$ cat config.mk
export PLATFORM = sky130hd
export DESIGN_NAME = axis_frame_gen
export DESIGN_NICKNAME = d
export VERILOG_FILES = /design/src/rtl/axis_frame_gen.sv
export SDC_FILE = /design/constraint.sdc
export NUM_CORES = 1
export LEC_CHECK = 0
export BUFFER_PORTS_ARGS = -buffer_cell sky130_fd_sc_hd__buf_2
export CAP_MARGIN = 25
export CORE_MARGIN = 3
export CORE_UTILIZATION = 60
export DETAILED_ROUTE_END_ITERATION = 7
export PLACE_DENSITY = 0.95
export SLEW_MARGIN = 20
export SYNTH_ARGS = -nofsm -noshare
export SYNTH_HDL_FRONTEND = slang
export SYNTH_SLANG_ARGS = --single-unit
export TNS_END_PERCENT = 100
$ cat constraint.sdc
create_clock -name axi_clk -period 5.55 [get_ports axi_clk]
set_clock_uncertainty 0.05 [all_clocks]
set_input_delay 0.2775 -clock axi_clk [delete_from_list [all_inputs] [get_ports axi_clk]]
set_output_delay 0.2775 -clock axi_clk [all_outputs]
set_load 0.1 [all_outputs]
$ cat src/rtl/axis_frame_gen.sv
// ---------------------------------------------------------------------------
// axis_frame_gen
//
// AXI4-Stream master that emits test frames. A start request in IDLE launches
// a frame of frame_len beats carrying incrementing data from seed, with tlast
// on the final beat. Backpressure from m_axis_tready is honoured. A fixed idle
// gap follows every frame before another start is accepted.
//
// Ports:
//   axi_clk        rising-edge clock
//   axi_resetn     asynchronous active-low reset
//   start          frame request, sampled only in IDLE
//   frame_len      beats per frame, latched at an accepted start (0 = ignored)
//   seed           data of the first beat, latched at an accepted start
//   busy           high whenever the block is not IDLE
//   done           one-cycle pulse after the last beat's handshake
//   frame_count    completed frames, wrapping
//   m_axis_tvalid  stream valid (registered, independent of tready)
//   m_axis_tready  stream ready from the sink
//   m_axis_tlast   final beat of a frame
//   m_axis_tdata   stream data
// ---------------------------------------------------------------------------
module axis_frame_gen #(
    parameter int DATA_WIDTH = 32,
    parameter int LEN_WIDTH  = 16,
    parameter int GAP_CYCLES = 2,
    parameter int CNT_WIDTH  = 16
) (
    input  logic                  axi_clk,
    input  logic                  axi_resetn,
    input  logic                  start,
    input  logic [LEN_WIDTH-1:0]  frame_len,
    input  logic [DATA_WIDTH-1:0] seed,
    output logic                  busy,
    output logic                  done,
    output logic [CNT_WIDTH-1:0]  frame_count,
    output logic                  m_axis_tvalid,
    input  logic                  m_axis_tready,
    output logic                  m_axis_tlast,
    output logic [DATA_WIDTH-1:0] m_axis_tdata
);

    // Gap counter sized for at least one bit so GAP_CYCLES of 0 or 1 still
    // elaborates; the GAP state is simply never entered when GAP_CYCLES is 0.
    localparam int GW = (GAP_CYCLES > 1) ? $clog2(GAP_CYCLES) : 1;
    localparam logic [GW-1:0] GAP_LAST = GW'((GAP_CYCLES > 0) ? GAP_CYCLES - 1 : 0);

    typedef enum logic [1:0] {
        ST_IDLE = 2'd0,
        ST_SEND = 2'd1,
        ST_GAP  = 2'd2
    } state_t;

    state_t                state_q,  state_d;
    logic                  tvalid_q, tvalid_d;
    logic                  tlast_q,  tlast_d;
    logic [DATA_WIDTH-1:0] tdata_q,  tdata_d;
    logic [LEN_WIDTH-1:0]  len_q,    len_d;
    logic [LEN_WIDTH-1:0]  beat_q,   beat_d;
    logic [GW-1:0]         gap_q,    gap_d;
    logic                  done_q,   done_d;
    logic                  busy_q,   busy_d;
    logic [CNT_WIDTH-1:0]  count_q,  count_d;

    logic                  handshake;
    logic [LEN_WIDTH-1:0]  beat_inc;
    logic [LEN_WIDTH-1:0]  len_last;

    always_ff @(posedge axi_clk or negedge axi_resetn) begin
        if (!axi_resetn) begin
            state_q  <= ST_IDLE;
            tvalid_q <= 1'b0;
            tlast_q  <= 1'b0;
            tdata_q  <= '0;
            len_q    <= '0;
            beat_q   <= '0;
            gap_q    <= '0;
            done_q   <= 1'b0;
            busy_q   <= 1'b0;
            count_q  <= '0;
        end else begin
            state_q  <= state_d;
            tvalid_q <= tvalid_d;
            tlast_q  <= tlast_d;
            tdata_q  <= tdata_d;
            len_q    <= len_d;
            beat_q   <= beat_d;
            gap_q    <= gap_d;
            done_q   <= done_d;
            busy_q   <= busy_d;
            count_q  <= count_d;
        end
    end

    always_comb begin
        state_d   = state_q;
        tvalid_d  = tvalid_q;
        tlast_d   = tlast_q;
        tdata_d   = tdata_q;
        len_d     = len_q;
        beat_d    = beat_q;
        gap_d     = gap_q;
        count_d   = count_q;
        done_d    = 1'b0;
        handshake = tvalid_q & m_axis_tready;
        beat_inc  = beat_q + LEN_WIDTH'(1);
        len_last  = len_q - LEN_WIDTH'(1);

        case (state_q)
            ST_IDLE: begin
                // A zero-length request is dropped without side effects.
                if (start && (frame_len != '0)) begin
                    state_d  = ST_SEND;
                    len_d    = frame_len;
                    tvalid_d = 1'b1;
                    tdata_d  = seed;
                    tlast_d  = (frame_len == LEN_WIDTH'(1));
                    beat_d   = '0;
                end
            end
            ST_SEND: begin
                // Without a handshake everything holds: a pending beat is
                // never altered or withdrawn.
                if (handshake) begin
                    if (tlast_q) begin
                        tvalid_d = 1'b0;
                        tlast_d  = 1'b0;
                        tdata_d  = '0;
                        done_d   = 1'b1;
                        count_d  = count_q + CNT_WIDTH'(1);
                        gap_d    = '0;
                        if (GAP_CYCLES > 0) begin
                            state_d = ST_GAP;
                        end else begin
                            state_d = ST_IDLE;
                        end
                    end else begin
                        tdata_d = tdata_q + DATA_WIDTH'(1);
                        beat_d  = beat_inc;
                        tlast_d = (beat_inc == len_last);
                    end
                end
            end
            ST_GAP: begin
                if (gap_q == GAP_LAST) begin
                    state_d = ST_IDLE;
                end else begin
                    gap_d = gap_q + GW'(1);
                end
            end
            default: begin
                state_d  = ST_IDLE;
                tvalid_d = 1'b0;
                tlast_d  = 1'b0;
                tdata_d  = '0;
            end
        endcase

        // busy is registered from the next state so it tracks state_q exactly.
        busy_d = (state_d != ST_IDLE);
    end

    assign busy          = busy_q;
    assign done          = done_q;
    assign frame_count   = count_q;
    assign m_axis_tvalid = tvalid_q;
    assign m_axis_tlast  = tlast_q;
    assign m_axis_tdata  = tdata_q;

endmodule
==> results.txt, run 1 <==
status - completed
Cell Rows - 32
initial antenna violation count - 0
syn_area_per_cell - 9.31 um2
1st-pass router iterations - 6
# diodes - 0
busiest grt layer - met2
die footprint - 0.00946 mm2
Post-Syn Area - 0.00500 mm2
top cells by count, synth - dfrtp_1, o21ai_0, nand2_1, xnor2_1, nor2_1
Post-DP HPWL - 9210 um
routed vias/inst - 6.47
M3 GR Usage - 5.53%
P_leak - 0.00264 uW
clk root buf - clkbuf_8
Post CTS Setup Buffer Count - 0
vias in the first global route - 4571
Worst Path Required - 5.78 ns
clk buf depth - 2
dominant cell by count in the synthesized netlist - dfrtp_1
clock transition at the registers of the reported paths - 0.11 ns
H-tree depth - 3
post-route clock period utilization - 59.3%
largest net degree at the start of global routing - 88
Crit Path Class - reg -> reg
cell taking the most area after synthesis - dfrtp_1
top cells by area, synth - dfrtp_1, xnor2_1, o21ai_0, nand2_1, mux2_2
worst min-delay path class - in -> reg
Tmin final - 3.29 ns
nets@finish - 688
#FFs+latches synth - 87
YS warnings - 0
max_cap viols - 0
met1 Use GR - 37.0%
layout cell share with drive strength beyond 1 - 24.0%
R2R Setup Slk - 2.26 ns
critical path fanouts, max - 15
worst slew pin tran - 0.847 ns
Syn Nets - 593
Achievable Freq - 304 MHz
CP Data Arrival Time - 3.52 ns
# setup viols final - 0
Worst slew margin - 43.3%
post-route ant nets - 0
ys async rst share - 100%
Post-synth EDFFs - 0
Num CTS Buffers - 9
Area after DPL - 0.00559 mm2
met2 Use GR - 47.5%
via count - 4785
VDD IR-drop max - 0.541 mV
gr usage total - 28.4%
clk sink count - 87
Crit. End Element - register
core box area - 0.00789 mm2
crit start category - register
Mapped Cells - 537
port bufs - 103
endpoints failing hold - 0
Overflow after GRT - 0
setup_tns - 0 ns
post-route cell area - 0.00580 mm2
power per standard cell area - 597 mW/mm2
Die H - 97.3 um
DRT iter0 DRCs - 472
Initial Util - 63.4%
IO Pins - 104
Layout area overhead - 16.0%
Cell variety after synth - 56
Top FF cell, synth - dfrtp_1
area share of the largest cell type after synthesis - 43.6%
CTS tree - built
die width - 97.3 um
sequential area share after synthesis - 43.6%
Max Slew Vio Count - 0
worst skew pair latency - 0.38 ns
GPL Wtd Cong - 0.927
RSZ-0062 raised after global routing - false
drt total wl - 13500 um
DR WL/cell - 18.3 um
first-pass GRT wire length - 22300 um
Final Power - 3460 uW
DRC errors left - 0
## kinds of logic (layout without fill, tap and decap cells)
family / Yosys count / count (layout) / share of synthesized area [%]
AND/OR/NAND/NOR: 199 / 199 / 21.5
AO/OA/AOI/OAI: 134 / 134 / 16.3
flip-flops: 87 / 87 / 43.6
XOR/XNOR: 62 / 62 / 11.1
buffers and inverters: 33 / 133 / 2.53
multiplexers: 18 / 18 / 3.98
adder cells (fa/ha/maj): 4 / 4 / 1.00
## stage by stage
stage,worst slack (ns),hold slack (ns),cells,util (%)
after floorplan,2.73,-0.0681,537,-
after global placement,2.63,0.403,722,70.8
after detailed placement,2.50,0.415,722,70.8
after CTS,2.38,0.0674,738,73.3
after global routing,2.15,0.0719,739,73.5
final,2.26,0.0709,739,73.5
## state kept, by name, indices dropped and copies added, names as in the netlist
register and cells:
gap_q 1, m_axis_tdata 32, state_q 2, m_axis_tvalid 1, frame_count 16, beat_q 16
m_axis_tlast 1, busy 1, done 1, len_q 16
## worst max-delay path, cell delays in order, from the launching register on
cell,delay (ns)
dfrtp_1,0.63
or3b_2,0.67
nor2_1,0.71
nand4_1,0.25
nor3_1,0.28
nand4_2,0.10
a2111o_1,0.32
o31ai_2,0.18
## final timing paths
| check | start | end | cells past startpoint |
|---|---|---|---|
| setup reg to reg | state_q[0] | m_axis_tlast | 7 |
| setup / recovery | state_q[0] | m_axis_tlast | 7 |
| hold / removal | seed[8] | m_axis_tdata[8] | 2 |
| max in group asynchronous | axi_resetn | frame_count[0] | 2 |
| hold reg to reg | frame_count[15] | frame_count[15] | 1 |
| min in group asynchronous | axi_resetn | m_axis_tdata[31] | 2 |
## report_power, final
group          internal [uW]  leakage, uW  switching [uW]
combinational            477      0.00142            1430
clock                    178    0.0000977             268
sequential               827      0.00113             284
## per-layer routing
layer	wire length (um)	vias to the layer above
li1	-	2150
met1	5210	2309
met2	6630	281
met3	1300	45
met4	384	0
met5	0	-
## cells in the final DEF, fill, tap and decap left out, types with 2 or more instances in the layout
cell | Yosys | final
mux2i_1 | 3 | 3
nor2b_1 | 2 | 2
xnor2_1 | 42 | 42
clkbuf_8 | 0 | 9
xor2_1 | 19 | 19
mux2_2 | 15 | 15
nor2_1 | 38 | 37
dfrtp_1 | 87 | 87
inv_8 | 0 | 4
buf_4 | 0 | 3
o31ai_1 | 3 | 3
a22oi_1 | 14 | 14
or2_2 | 3 | 3
o311ai_0 | 4 | 4
a22o_1 | 2 | 2
nor3_1 | 10 | 9
a21o_1 | 3 | 3
o21bai_1 | 2 | 2
and4_1 | 5 | 5
nor4b_1 | 2 | 2
nor4_1 | 10 | 10
buf_2 | 2 | 102
or3_1 | 4 | 4
a21oi_1 | 25 | 24
nor3_2 | 1 | 2
a221o_1 | 3 | 3
o21ai_0 | 60 | 60
nor3b_1 | 2 | 2
nand3_1 | 25 | 25
a31oi_1 | 8 | 8
nand2_1 | 50 | 50
nand4_1 | 14 | 14
inv_1 | 10 | 10
and2_1 | 7 | 7
ha_1 | 4 | 4
and3_1 | 15 | 15
## final cells by class
type | instances | area [um2]
fillers | 565 | 2090
multi-input cells | 417 | 2710
repair buffers | 107 | 554
flip-flops and latches | 87 | 2180
clock inverters | 7 | 70.1
inverters | 10 | 37.5
well taps | 102 | 128
clock buffers | 9 | 124
## timing repair
item / in CTS / in global routing
gates resized for setup: 0 / 0
hold endpoints to repair: 0 / 71
endpoints found under the setup margin: 0 / 0
hold buffers: 0 / 1
Power figures use the tool's default switching activity.
==> run 2: changes to the inputs <==
- CORE_UTILIZATION: 60 -> 55
- PLACE_DENSITY: 0.95 -> 0.91
- clock period: 5.55 -> 3.19 ns (I/O delays scaled with it)
==> run 2 against run 1 <==
The run now ends with hold timing left. Combinational power up 76%. Utilization down 3.5 points. Critical path type unchanged. Die area rose by 8.5%.
==> results.txt, run 2 (synthesis results as in run 1) <==
DRC errors left - 0 (unchanged)
Die H - 101 um (was 97.3 um)
Initial Util - 57.0% (was 63.4%)
Overflow after GRT - 0 (unchanged)
Achievable Freq - 330 MHz (was 304 MHz)
die footprint - 0.0103 mm2 (was 0.00946 mm2)
status - finished with violations (was completed)
critical path fanouts, max - 4 (was 15)
Worst slew margin - 58.3% (was 43.3%)
clk root buf - clkbuf_8 (unchanged)
VDD IR-drop max - 0.616 mV (was 0.541 mV)
Fill cells - 631 (was 565)
Cell Rows - 34 (was 32)
Max Slew Vio Count - 0 (unchanged)
Clk network pwr share - 14.9% (was 12.9%)
worst min-delay path class - in -> reg (unchanged)
failing checks - hold timing
crit start category - register (unchanged)
HP Start - seed[23] (was seed[8])
DRT iter0 DRCs - 361 (was 472)
sequential share of power - 31.0% (was 32.1%)
# diodes - 0 (unchanged)
cell-internal power - 2850 uW (was 1480 uW)
largest net degree at the start of global routing - 58 (was 88)
Psw - 3360 uW (was 1980 uW)
IO Pins - 104 (unchanged)
worst skew pair latency - 0.36 ns (was 0.38 ns)
commonest non-fill, non-tap cell in the layout - buf_2 (unchanged)
H-tree depth - 3 (unchanged)
post-route ant nets - 0 (unchanged)
clock transition at the registers of the reported paths - 0.09 ns (was 0.11 ns)
Layout area overhead - 22.6% (was 16.0%)
P_leak - 0.00279 uW (was 0.00264 uW)
port bufs - 103 (unchanged)
via count - 4677 (was 4785)
post-route clock period utilization - 95.1% (was 59.3%)
CTS tree - built (unchanged)
setup_tns - 0 ns (unchanged)
Logic pwr share - 54.1% (was 55.1%)
DR WL/cell - 17.6 um (was 18.3 um)
Tmin final - 3.03 ns (was 3.29 ns)
endpoints failing hold - 1 (was 0)
routed vias/inst - 6.07 (was 6.47)
R2R Setup Slk - 0.16 ns (was 2.26 ns)
gr usage total - 26.5% (was 28.4%)
Post CTS Setup Buffer Count - 0 (unchanged)
# setup viols final - 0 (unchanged)
hold path endpoint - m_axis_tdata[23] (was m_axis_tdata[8])
final worst-path setup slack - 0.156 ns (was 2.26 ns)
Post-DP HPWL - 9460 um (was 9210 um)
clk buf depth - 2 (unchanged)
Sw Share - 54.1% (was 57.2%)
number of flip-flops in the largest register - 32 (unchanged)
hold depth - 3 (was 2)
first-pass GRT wire length - 21700 um (was 22300 um)
GPL Wtd Cong - 0.917 (was 0.927)
vias in the first global route - 4538 (was 4571)
final hold slack - -0.000977 ns (was 0.0709 ns)
layout cell share with drive strength beyond 1 - 23.6% (was 24.0%)
most frequent cells in the layout - buf_2, dfrtp_1, o21ai_0, nand2_1, xnor2_1 (unchanged)
dpl ws - 0.157 ns (was 2.50 ns)
max_cap viols - 0 (unchanged)
drt total wl - 13500 um (about the same)
Worst Path Required - 3.42 ns (was 5.78 ns)
Finished Core Util - 69.9% (was 73.5%)
Num CTS Buffers - 9 (unchanged)
Crit. End Element - register (unchanged)
CP Data Arrival Time - 3.27 ns (was 3.52 ns)
core box area - 0.00876 mm2 (was 0.00789 mm2)
clk sink count - 87 (unchanged)
RSZ-0062 raised after global routing - false (unchanged)
worst setup path start - len_q[0] (was state_q[0])
r2r endpoint - m_axis_tlast (unchanged)
nets@finish - 714 (was 688)
R2R Path Start - len_q[0] (was state_q[0])
Register-to-Register Path Depth - 9 (was 7)
initial antenna violation count - 0 (unchanged)
1st-pass router iterations - 5 (was 6)
post-route cell area - 0.00613 mm2 (was 0.00580 mm2)
power per standard cell area - 1010 mW/mm2 (was 597 mW/mm2)
Area after DPL - 0.00566 mm2 (was 0.00559 mm2)
die width - 101 um (was 97.3 um)
Crit Path Class - reg -> reg (unchanged)
worst slew pin tran - 0.619 ns (was 0.847 ns)
[run 2: cell count changes in the layout (fill, tap and decap cells not counted), moves of 3 or more]
cell / delta
buf_4: +4
bufinv_16: +3
dlygate4sd3_1: +21
inv_8: -4
[run 2: area by class of cell]
class	count	area, um2	area share [%]
clock inverters	5	108	1.76
multi-input cells	417	2710	44.3
well taps	108	135	2.20
inverters	10	37.5	0.612
flip-flops and latches	87	2180	35.5
clock buffers	10	128	2.08
repair buffers	133	831	13.6
[run 2: power groups by stage]
stage | Sequential [uW] | Clock [uW] | Combinational [uW]
5_1_grt | 1970 | 984 | 3550
4_1_cts | 1900 | 932 | 3340
2_1_floorplan | 3250 | 0 | 1250
3_5_place_dp | 1920 | 0 | 3310
6_report | 1920 | 924 | 3360
3_3_place_gp | 1880 | 0 | 3230
[run 2: stage by stage]
stage	instances	power [uW]
after floorplan	537	4500
after global placement	732	5110
after detailed placement	733	5230
after CTS	769	6170
after global routing	770	6510
final	770	6210
[run 2: how the worst max path moves through the flow]
stage	endpoint	slack, ns	depth (start not counted)
floorplan	frame_count[11]	0.37	8
global placement	m_axis_tlast	0.26	9
detailed placement	m_axis_tlast	0.16	9
CTS	m_axis_tlast	0.06	9
global route	m_axis_tlast	0.03	9
finish	m_axis_tlast	0.16	9
[run 2: critical path, cell delays in order (launching register included)]
cell      delay, ns
dfrtp_1        0.42
inv_1          0.09
ha_1           0.22
or4b_4         0.52
nor3_4         0.21
nand2_1        0.12
xnor3_1        0.38
or3_1          0.35
a2111o_1       0.42
o31ai_2        0.17
[run 2: layer usage]
metal  part of all wire, %  wire length [um]  track usage (%)  up-vias
li1                      -                 -                -     2205
met2                    50              6800             44.9      209
met3                   6.6               889             3.72       26
met5                     0                 0                0        -
met1                    41              5550             34.2     2237
met4                   2.1               283             11.0        0
[run 2: timing repair]
action	4_1_cts	5_1_grt
endpoints found under the setup margin	0	1
gates resized for setup	0	2
hold endpoints to repair	50	1
hold buffers	21	1
==> run 3: changes to the inputs <==
- CORE_UTILIZATION: 55 -> 60
- PLACE_DENSITY: 0.91 -> 0.95
- clock period: 3.19 -> 3.6 ns (I/O delays scaled with it)
==> run 3 against run 2 <==
The run now ends clean. Sequential share of layout area rose by 1.4 points. Worst setup slack improved by 0.28 ns. Total power down 14%. Critical path type unchanged. Largest cell class unchanged. Largest power group unchanged. Highest routed layer unchanged.
==> results.txt, run 3 (synthesis results as in run 1) <==
final hold slack - 0.00919 ns (was -0.000977 ns)
Worst Path Buf+Inv - 1 (unchanged)
crit-path cells - inv_1, ha_1, or4b_1, nor3_2, nand2_1, xnor3_1, or3_1, a2111o_1, o31ai_2 (was inv_1, ha_1, or4b_4, nor3_4, nand2_1, xnor3_1, or3_1, a2111o_1, o31ai_2)
M3 GR Usage - 5.96% (was 3.72%)
DR WL/cell - 17.4 um (was 17.6 um)
CP top delay family - simple AND/OR/NAND/NOR gates (unchanged)
die footprint - 0.00946 mm2 (was 0.0103 mm2)
Worst Path Required - 3.82 ns (was 3.42 ns)
clock transition at the registers of the reported paths - 0.08 ns (was 0.09 ns)
sequential share of power - 32.1% (was 31.0%)
worst skew pair latency - 0.37 ns (was 0.36 ns)
endpoints failing hold - 0 (was 1)
Worst path slowest cell - or4b_1 (was or4b_4)
GPL Wtd Cong - 0.920 (was 0.917)
initial antenna violation count - 0 (unchanged)
busiest grt layer - met2 (unchanged)
vias in the first global route - 4408 (was 4538)
RSZ-0062 raised after global routing - false (unchanged)
H-tree depth - 3 (unchanged)
DRC errors left - 0 (unchanged)
die width - 97.3 um (was 101 um)
Crit Path Class - reg -> reg (unchanged)
max_cap viols - 0 (unchanged)
clk sink count - 87 (unchanged)
hold depth - 3 (unchanged)
nets@finish - 698 (was 714)
port bufs - 103 (unchanged)
core box area - 0.00789 mm2 (was 0.00876 mm2)
clk buf depth - 2 (unchanged)
Post CTS Setup Buffer Count - 0 (unchanged)
Achievable Freq - 316 MHz (was 330 MHz)
setup_tns - 0 ns (unchanged)
Finished Core Util - 74.8% (was 69.9%)
Crit. End Element - register (unchanged)
1st-pass router iterations - 5 (unchanged)
met2 Use GR - 46.0% (was 44.9%)
power per standard cell area - 901 mW/mm2 (was 1010 mW/mm2)
Critical Path Max Stage Delay - 0.53 ns (was 0.52 ns)
P_leak - 0.00269 uW (was 0.00279 uW)
routed vias/inst - 6.28 (was 6.07)
Max Slew Vio Count - 0 (unchanged)
first-pass GRT wire length - 21300 um (was 21700 um)
layout cell share with drive strength beyond 1 - 24.1% (was 23.6%)
worst slew pin tran - 0.661 ns (was 0.619 ns)
cell-internal power - 2350 uW (was 2850 uW)
Cell Rows - 32 (was 34)
Tmin final - 3.16 ns (was 3.03 ns)
post-route clock period utilization - 87.8% (was 95.1%)
most frequent cells in the layout - buf_2, dfrtp_1, o21ai_0, nand2_1, xnor2_1 (unchanged)
Num CTS Buffers - 9 (unchanged)
worst min-delay path class - in -> reg (unchanged)
critical path fanouts, max - 4 (unchanged)
Overflow after GRT - 0 (unchanged)
Post-DP HPWL - 9410 um (was 9460 um)
CP Data Arrival Time - 3.38 ns (was 3.27 ns)
DRT iter0 DRCs - 291 (was 361)
crit start category - register (unchanged)
# diodes - 0 (unchanged)
CTS tree - built (unchanged)
Die H - 97.3 um (was 101 um)
clk root buf - clkbuf_8 (unchanged)
gr usage total - 27.5% (was 26.5%)
IO Pins - 104 (unchanged)
hold path endpoint - m_axis_tdata[3] (was m_axis_tdata[23])
commonest non-fill, non-tap cell in the layout - buf_2 (unchanged)
Register-to-Register Path Depth - 9 (unchanged)
status - completed (was finished with violations)
Psw - 2970 uW (was 3360 uW)
Clk network pwr share - 12.7% (was 14.9%)
largest net degree at the start of global routing - 50 (was 58)
dpl ws - 0.523 ns (was 0.157 ns)
# setup viols final - 0 (unchanged)
Sw Share - 55.8% (was 54.1%)
Initial Util - 63.4% (was 57.0%)
Worst slew margin - 55.5% (was 58.3%)
Logic pwr share - 55.2% (was 54.1%)
VDD IR-drop max - 0.727 mV (was 0.616 mV)
r2r endpoint - m_axis_tlast (unchanged)
final worst-path setup slack - 0.438 ns (was 0.156 ns)
met1 Use GR - 35.7% (was 34.2%)
Post-CTS Resized - 0 (unchanged)
number of flip-flops in the largest register - 32 (unchanged)
R2R Path Start - len_q[0] (unchanged)
R2R Setup Slk - 0.44 ns (was 0.16 ns)
Layout area overhead - 18.0% (was 22.6%)
HP Start - seed[3] (was seed[23])
Placed Cells - 727 (was 733)
drt total wl - 13000 um (was 13500 um)
post-route ant nets - 0 (unchanged)
# hold bufs at CTS - 5 (was 21)
Final Instance Count excl. Fillers - 749 (was 770)
via count - 4701 (was 4677)
run 3: cell count changes in the layout (fill, tap and decap cells not counted), sizes merged:
| cell | previous run | this run |
|---|---|---|
| dlygate4sd3 | 22 | 6 |
| bufinv | 3 | 0 |
| clkinv | 2 | 1 |
| inv | 10 | 11 |
| clkinvlp | 0 | 1 |
| clkbuf | 10 | 13 |
run 3: worst reg2reg max path: cells and delay by family, from the launching register on:
family	cells	cell delay, ns
adder cells (fa/ha/maj)	1	0.21
buffers and inverters	1	0.08
AND/OR/NAND/NOR	4	1.28
XOR/XNOR	1	0.39
flip-flops	1	0.42
AO/OA/AOI/OAI	2	0.64
run 3: routing by layer:
| metal | part of all wire, % | vias to the layer above | wire, um |
|---|---|---|---|
| met4 | 1.6 | 0 | 210 |
| met5 | 0 | - | 0 |
| met2 | 49 | 207 | 6450 |
| met3 | 7.3 | 22 | 946 |
| met1 | 42 | 2304 | 5430 |
| li1 | - | 2168 | - |
run 3: per-stage QoR:
step | cell area (um2) | total power (uW)
floorplan | 5000 | 3990
global placement | 5610 | 4500
detailed placement | 5640 | 4620
CTS | 5890 | 5300
global route | 5900 | 5600
finish | 5900 | 5320
run 3: worst max path at each step:
stage                  startpoint         endpoint  slack (ns)  depth (start not counted)
CTS                      len_q[0]     m_axis_tlast        0.47                          9
global route             len_q[0]     m_axis_tlast        0.34                          9
global placement         len_q[0]     m_axis_tlast        0.69                          9
finish                   len_q[0]     m_axis_tlast        0.44                          9
detailed placement       len_q[0]     m_axis_tlast        0.52                          9
floorplan           m_axis_tvalid  frame_count[11]        0.78                          8
run 3: final cells by class:
| type | count | area [um2] |
|---|---|---|
| flip-flops and latches | 87 | 2180 |
| inverters | 10 | 37.5 |
| clock inverters | 3 | 25.0 |
| repair buffers | 117 | 658 |
| clock buffers | 13 | 169 |
| fillers | 566 | 1990 |
| multi-input cells | 417 | 2700 |
| well taps | 102 | 128 |
run 3: power by group through the flow:
| stage | combinational, uW | clock, uW | sequential [uW] |
|---|---|---|---|
| finish | 2940 | 674 | 1710 |
| global route | 3120 | 728 | 1750 |
| CTS | 2930 | 683 | 1690 |
| detailed placement | 2920 | 0 | 1700 |
| global placement | 2840 | 0 | 1660 |
| floorplan | 1110 | 0 | 2880 |
